===== src/rtl/soc_io_pkg.sv =====
// soc_io_pkg: shared SoC I/O constants for the button and DIP-switch PIO slices.
package soc_io_pkg;
  localparam int DEBOUNCE_CNT_20MS = 1000000;
  localparam int BTN_LSB = 0;
  localparam int BTN_W = 2;
  localparam int DIPSW_LSB = 2;
  localparam int DIPSW_W = 4;
  localparam int IO_W = BTN_W + DIPSW_W;
endpackage


===== src/rtl/input_debounce_bit.sv =====
// debounce_bit: 2-flop synchroniser plus stability counter for one raw input bit.
module debounce_bit
  import soc_io_pkg::*;
#(
  parameter int   CNT_MAX = DEBOUNCE_CNT_20MS,
  parameter logic RST_VAL = 1'b1
) (
  input  logic clk,
  input  logic rst_n,
  input  logic i_raw,
  output logic o_clean,
  output logic o_rise,
  output logic o_fall
);
  localparam int CW = $clog2(CNT_MAX);
  localparam logic [CW-1:0] LAST = CW'(CNT_MAX - 1);
  logic          r_sync1;
  logic          r_sync2;
  logic [CW-1:0] r_cnt;
  logic          r_clean;
  logic          r_rise;
  logic          r_fall;
  logic          w_diff;
  logic          w_accept;
  assign w_diff   = r_sync2 != r_clean;
  assign w_accept = w_diff && (r_cnt == LAST);
  always_ff @(posedge clk or negedge rst_n) begin
    if (!rst_n) begin
      r_sync1 <= RST_VAL;
      r_sync2 <= RST_VAL;
      r_cnt   <= '0;
      r_clean <= RST_VAL;
      r_rise  <= 1'b0;
      r_fall  <= 1'b0;
    end else begin
      r_sync1 <= i_raw;
      r_sync2 <= r_sync1;
      r_cnt   <= (!w_diff || w_accept) ? '0 : r_cnt + 1'b1;
      r_clean <= w_accept ? r_sync2 : r_clean;
      r_rise  <= w_accept && r_sync2;
      r_fall  <= w_accept && !r_sync2;
    end
  end
  assign o_clean = r_clean;
  assign o_rise  = r_rise;
  assign o_fall  = r_fall;
endmodule


===== src/rtl/input_debounce.sv =====
// input_debounce: per-bit debounce of board buttons/DIP switches with edge pulses and
// an aggregate event flag; clean levels are also sliced out for the PIO inputs.
module input_debounce
  import soc_io_pkg::*;
#(
  parameter int               WIDTH     = IO_W,
  parameter int               CNT_MAX   = DEBOUNCE_CNT_20MS,
  parameter logic [WIDTH-1:0] RESET_VAL = {WIDTH{1'b1}}
) (
  input  logic               clk_clk,
  input  logic               reset_reset_n,
  input  logic [WIDTH-1:0]   raw_in,
  output logic [WIDTH-1:0]   clean_out,
  output logic [WIDTH-1:0]   rise_pulse,
  output logic [WIDTH-1:0]   fall_pulse,
  output logic               any_event,
  output logic [BTN_W-1:0]   o_button_pio,
  output logic [DIPSW_W-1:0] o_dipsw_pio
);
  logic r_any;
  for (genvar i = 0; i < WIDTH; i++) begin : g_bit
    debounce_bit #(
      .CNT_MAX(CNT_MAX),
      .RST_VAL(RESET_VAL[i])
    ) u_bit (
      .clk    (clk_clk),
      .rst_n  (reset_reset_n),
      .i_raw  (raw_in[i]),
      .o_clean(clean_out[i]),
      .o_rise (rise_pulse[i]),
      .o_fall (fall_pulse[i])
    );
  end
  // Simultaneous acceptances on several bits collapse into one event cycle.
  always_ff @(posedge clk_clk or negedge reset_reset_n) begin
    if (!reset_reset_n) r_any <= 1'b0;
    else r_any <= |(rise_pulse | fall_pulse);
  end
  assign any_event    = r_any;
  assign o_button_pio = clean_out[BTN_LSB +: BTN_W];
  assign o_dipsw_pio  = clean_out[DIPSW_LSB +: DIPSW_W];
endmodule


===== config.mk =====
export PLATFORM = sky130hd
export DESIGN_NAME = input_debounce
export DESIGN_NICKNAME = d
export VERILOG_FILES = /design/src/rtl/soc_io_pkg.sv /design/src/rtl/input_debounce_bit.sv /design/src/rtl/input_debounce.sv
export SDC_FILE = /design/constraint.sdc
export NUM_CORES = 1
export LEC_CHECK = 0
export BUFFER_PORTS_ARGS = -buffer_cell sky130_fd_sc_hd__clkbuf_2
export CAP_MARGIN = 10
export CORE_AREA = 5 5 116 118
export CTS_CLUSTER_SIZE = 30
export DETAILED_ROUTE_END_ITERATION = 12
export DIE_AREA = 0 0 121 123
export PLACE_DENSITY = 0.77
export SYNTH_ARGS = -nofsm -noshare
export SYNTH_HDL_FRONTEND = slang
export SYNTH_SLANG_ARGS = --single-unit

===== constraint.sdc =====
create_clock -name clk_clk -period 5.25 [get_ports clk_clk]
set_clock_uncertainty 0.1 [all_clocks]
set_input_delay 0.2625 -clock clk_clk [delete_from_list [all_inputs] [get_ports clk_clk]]
set_output_delay 0.2625 -clock clk_clk [all_outputs]
set_load 0.01 [all_outputs]

* Yosys cells after proc, flatten, opt, wreduce, memory -nomap -nowiden
Cells that the tools add are included.
** Word-level totals
- Memories kept :: 0
- Memory bits (read-only) :: 0
- Bits in latches :: 0
- Output and inout bits :: 25
- Logic and storage cells :: 99
- Register bits :: 151
- Bits in writable memories :: 0
** Operators by class
- Multipliers :: 0
- Shift-type cells :: 0
- Bitwise gates (word level) :: 1
- Eq/ne operators :: 12
- $add $sub $neg :: 6
- Divide/modulo/power cells :: 0
- Muxes and demuxes :: 6
- Magnitude comparators :: 0
- Reduce and logical (&&, ||, !) cells :: 37
** Operator list (number)
- $add A20 B1 Y20 const B :: 6
- $eq A20 B20 Y1 const B :: 6
- $mux W20 :: 6
- $logic_and A1 B1 Y1 :: 18
- $logic_not A1 Y1 :: 12
- $logic_or A1 B1 Y1 :: 6
- $ne A1 B1 Y1 :: 6
- $or A6 B6 Y6 :: 1
- $reduce_or A6 Y1 :: 1

* Depth between registers and ports, before layout
- Depth after elaboration :: 4
- Gate-level depth with buffers :: 6

* Hierarchy
A second synthesis with hierarchy kept.
** Second synthesis, totals
- Cell total of the unflattened synthesis :: 665
- Area total of the unflattened synthesis :: 7045.5 um^2
** By module, submodules not included
- debounce_bit :: instances 6, area each 1158.6 um^2, cells an instance 109
- input_debounce :: instances 1, area each 93.8 um^2, cells an instance 11

* Least setup slack after synthesis
Ideal clock, no wire load.
- Kind :: reg-to-reg
- Start point :: register g_bit[4].u_bit.r_cnt[0]
- End point :: register g_bit[4].u_bit.r_cnt[18]
- Data arrival time :: 1932 ps
- Clock period less this slack :: 2110 ps
- Setup slack :: 3140 ps
- Library setup time :: 78 ps
- Stages on the path, launching flop included :: 7
- Data required time :: 5072 ps
- Cells stage by stage :: dfrtp_1 > ha_1 > nand2_1 > or4_1 > buf_2 > or4_1 > a21oi_1
** Between the ends
- Word-level cells in the longest chain between the ends :: 4
** Ends and longest elaborated chain
- start: declaration :: line input_debounce_bit.sv:19 : logic [CW-1:0] r_cnt;
- start signal: assignment :: line input_debounce_bit.sv:38 : r_cnt <= (!w_diff || w_accept) ? '0 : r_cnt + 1'b1;
- branches (longest 3 deep; another with $add A20 B1 Y20)
- $mux W20 (*) :: line input_debounce_bit.sv:38
Every way passes the cells marked *.
A chain may end at the register's enable or synchronous reset.

* Worst setup path in the final report
Same ends and word-level chain as after synthesis.

==> results.yml <==
status:
  status: "finished clean"
synthesis:
  synthArstFlopShare_pct: 100
  syn-num-nets: 721
  ys_seq_area_share_pct: 52.7
  synth_cell_types: 43
  syn_inst: 707
  synthFlopType: "dfrtp_1"
  ys_warn_count: 0
  syn_area_sq_um: 7220
  avgSynthCellArea_sq_um: 10.2
  ys_ff_latch: 151
  synth-edff-count: 0
layout:
  n_fill_cell: 943
  layout_common_cells: "dfrtp_1 (133), nor2_1 (93), xnor2_1 (47)"
  syn_to_final_growth_pct: 12.4
  drive_gt1_share_pct: 13.9
  layout.nets: 749
  layout_commonest_cell: "dfrtp_1"
  finish.instance_area_sq_um: 8110
  diodes: 0
worst_setup_path:
  startpoint: "g_bit[4].u_bit.r_cnt[0]$_DFF_PN0_"
  worstPathRequired_ps: 5490
  critPathMaxFanout: 7
  crit_slowest_cell: "or4_1"
  critical_path_class: "flip-flop to flip-flop"
  cp_cell_sequence: "ha_1 > nand2_1 > or4_1 > or4_1 > a21oi_1"
  critPathLaunchType: "flip-flop"
  crit-reg2reg-launch: "g_bit[4].u_bit.r_cnt[0]$_DFF_PN0_"
  worstRegToRegCells: 5
  cp-end-kind: "flip-flop"
  ff2ff_setup_slack_ps: 2880
  r2r_end: "g_bit[4].u_bit.r_cnt[18]$_DFF_PN0_"
  crit_arrival_ps: 2610
  cp_common_cell: "or4_1"
  cp-endpoint: "g_bit[4].u_bit.r_cnt[18]$_DFF_PN0_"
  cp_slowest_stage_delay_ps: 680
placement:
  portBuffers: 32
  post_dp_cell_area_sq_um: 7400
  gp_congestion: 0.865
  dp_worst_setup_slack_ps: 2850
  dp_hpwl_um: 9450
clock_tree:
  tritoncts.num_buffers: 17
  worstSkewPairLatency_ps: 420
  cts_max_level: 4
  clock_sinks: 151
  cts_tree: "built"
  clock-root-buffer: "clkbuf_16"
  clockBufferDepth: 2
  post-cts-setup-buffers: 0
  path_clk_slew_ps: 60
timing:
  hold_viol_final: 0
  rsz0062_at_grt: "no"
  slew_headroom_pct: 25.5
  max_freq_mhz: 422
  tns_ps: 0
  worst_pin_slew_ps: 1110
  setup_violations: 0
  layout_setup_ws_ps: 2880
  fin_crit_sh_pct: 45.1
  report.final.slew_viol_count: 0
  period_minus_slack_ps: 2370
power_and_ir_drop:
  power_density_nw_per_um2: 314
  irDropWorstVdd_uv: 187
  p_leak_nw: 3.27
floorplanning:
  start_util_pct: 58.4
  die_w_um: 121
  coreArea_sq_um: 12400
  row_count: 41
  die_h_um: 123
  die_area_sq_um: 14900
  io_pins: 33
global_route:
  track_usage_pct: 20.1
  grt_max_degree: 89
  grt_pass1_wl_um: 24400
  grt_pass1_vias: 5378
  grt_antenna_before_repair: 0
  gr-total-overflow: 0
detailed_routing:
  routedWlPerCell_um: 15.1
  antenna_left: 0
  routed_via_density: 5.80
  drcViolationCount: 0
  vias: 5334
  wirelength_um: 13900
  dr.pass1.iters: 5
  first_iter_violations: 389
flow_run:
  max-cap-violations: 0
min_path:
  min_path_type: "flip-flop to flip-flop"
[worst min path at each step]
stage	startpoint	endpoint	slack [ps]	depth (start not counted)
floorplan	reset_reset_n	any_event$_DFF_PN0_	-130	0
finish	g_bit[3].u_bit.r_sync1$_DFF_PN1_	g_bit[3].u_bit.r_sync2$_DFF_PN1_	260	0
global placement	g_bit[1].u_bit.r_sync1$_DFF_PN1_	g_bit[1].u_bit.r_sync2$_DFF_PN1_	250	0
global route	g_bit[3].u_bit.r_sync1$_DFF_PN1_	g_bit[3].u_bit.r_sync2$_DFF_PN1_	260	0
CTS	g_bit[3].u_bit.r_sync1$_DFF_PN1_	g_bit[3].u_bit.r_sync2$_DFF_PN1_	260	0
detailed placement	g_bit[3].u_bit.r_sync1$_DFF_PN1_	g_bit[3].u_bit.r_sync2$_DFF_PN1_	250	0
[layer usage]
| layer | part of all wire [%] | GRT usage [%] | vias up |
|---|---|---|---|
| met4 | 1.4 | 7.37 | 0 |
| met2 | 51 | 33.9 | 93 |
| met1 | 45 | 25.9 | 2672 |
| li1 | - | - | 2548 |
| met3 | 3.5 | 4.21 | 21 |
| met5 | 0 | 0 | - |
[where the power goes]
part | internal [mW] | total, mW | switching, mW
combinational | 0.0223 | 0.0694 | 0.0470
clock | 0.832 | 1.28 | 0.445
sequential | 1.18 | 1.20 | 0.0176
[per-stage QoR]
step	power (mW)	cells	utilization, %	hold slack, ps
floorplan	1.25	707	-	-133
global placement	1.28	879	59.9	245
detailed placement	1.29	879	59.9	247
CTS	2.57	918	65.5	255
global route	2.64	920	65.6	262
finish	2.55	920	65.6	255
[area by class of cell]
type,count,area [sq um],share of cell area (%)
flip-flops and latches,151,3800,46.8
multi-input cells,499,3110,38.3
clock buffers,24,482,5.94
repair buffers,45,282,3.47
well taps,172,215,2.65
clock inverters,8,145,1.79
inverters,21,78.8,0.971
[Yosys cell counts, types with 2 or more instances]
master | instances | area, sq um
a21oi_1 | 32 | 160
and2_1 | 4 | 25.0
and3_1 | 19 | 119
and4_1 | 2 | 17.5
buf_2 | 3 | 15.0
buf_4 | 24 | 180
clkbuf_1 | 9 | 33.8
dfrtp_1 | 133 | 3330
dfstp_2 | 18 | 473
ha_1 | 6 | 75.1
inv_1 | 21 | 78.8
mux2_2 | 6 | 67.6
mux2i_1 | 2 | 20.0
nand2_1 | 32 | 120
nand3_1 | 43 | 215
nand3_4 | 2 | 35.0
nand4_1 | 24 | 150
nand4b_1 | 6 | 52.6
nor2_1 | 93 | 349
nor3_1 | 21 | 105
nor3b_1 | 13 | 97.6
nor4_1 | 20 | 125
nor4b_1 | 2 | 17.5
nor4bb_1 | 4 | 40.0
o21ai_0 | 18 | 90.1
o21ai_1 | 2 | 10.0
o221ai_1 | 2 | 17.5
o31ai_1 | 11 | 82.6
o31ai_2 | 4 | 50.1
or2_2 | 5 | 31.3
or3_1 | 19 | 119
or4_1 | 18 | 135
or4b_1 | 2 | 20.0
xnor2_1 | 47 | 412
xor2_1 | 32 | 280
[cell families (layout without fill, tap and decap cells)]
kind of cell / Yosys count / count (layout) / share of synthesized area, %
xor+xnor: 79 / 79 / 9.58
compound gates: 72 / 72 / 6.07
mux: 8 / 8 / 1.21
simple gates: 334 / 334 / 25.2
buf+inv: 57 / 98 / 4.26
flops: 151 / 151 / 52.7
fa+ha+maj: 6 / 6 / 1.04
[what timing repair did]
item                                   4_1_cts  5_1_grt
hold buffers                                 7        0
endpoints found under the hold margin       81        0
gates resized for setup                      0        0
[sequential cells by signal, summed over array words and instances, names as in the netlist]
register,count
any_event,1
g_bit.u_bit.r_sync1,6
g_bit.u_bit.r_cnt,120
g_bit.u_bit.r_sync2,6
g_bit.u_bit.o_rise,6
g_bit.u_bit.o_fall,6
g_bit.u_bit.o_clean,6
[worst max-delay path: cells and delay by family, from the launching register on]
| kind | cells | cell delay [ps] |
|---|---|---|
| flops | 1 | 420 |
| compound gates | 1 | 160 |
| fa+ha+maj | 1 | 260 |
| simple gates | 3 | 1360 |
Power figures use the tool's default switching activity.
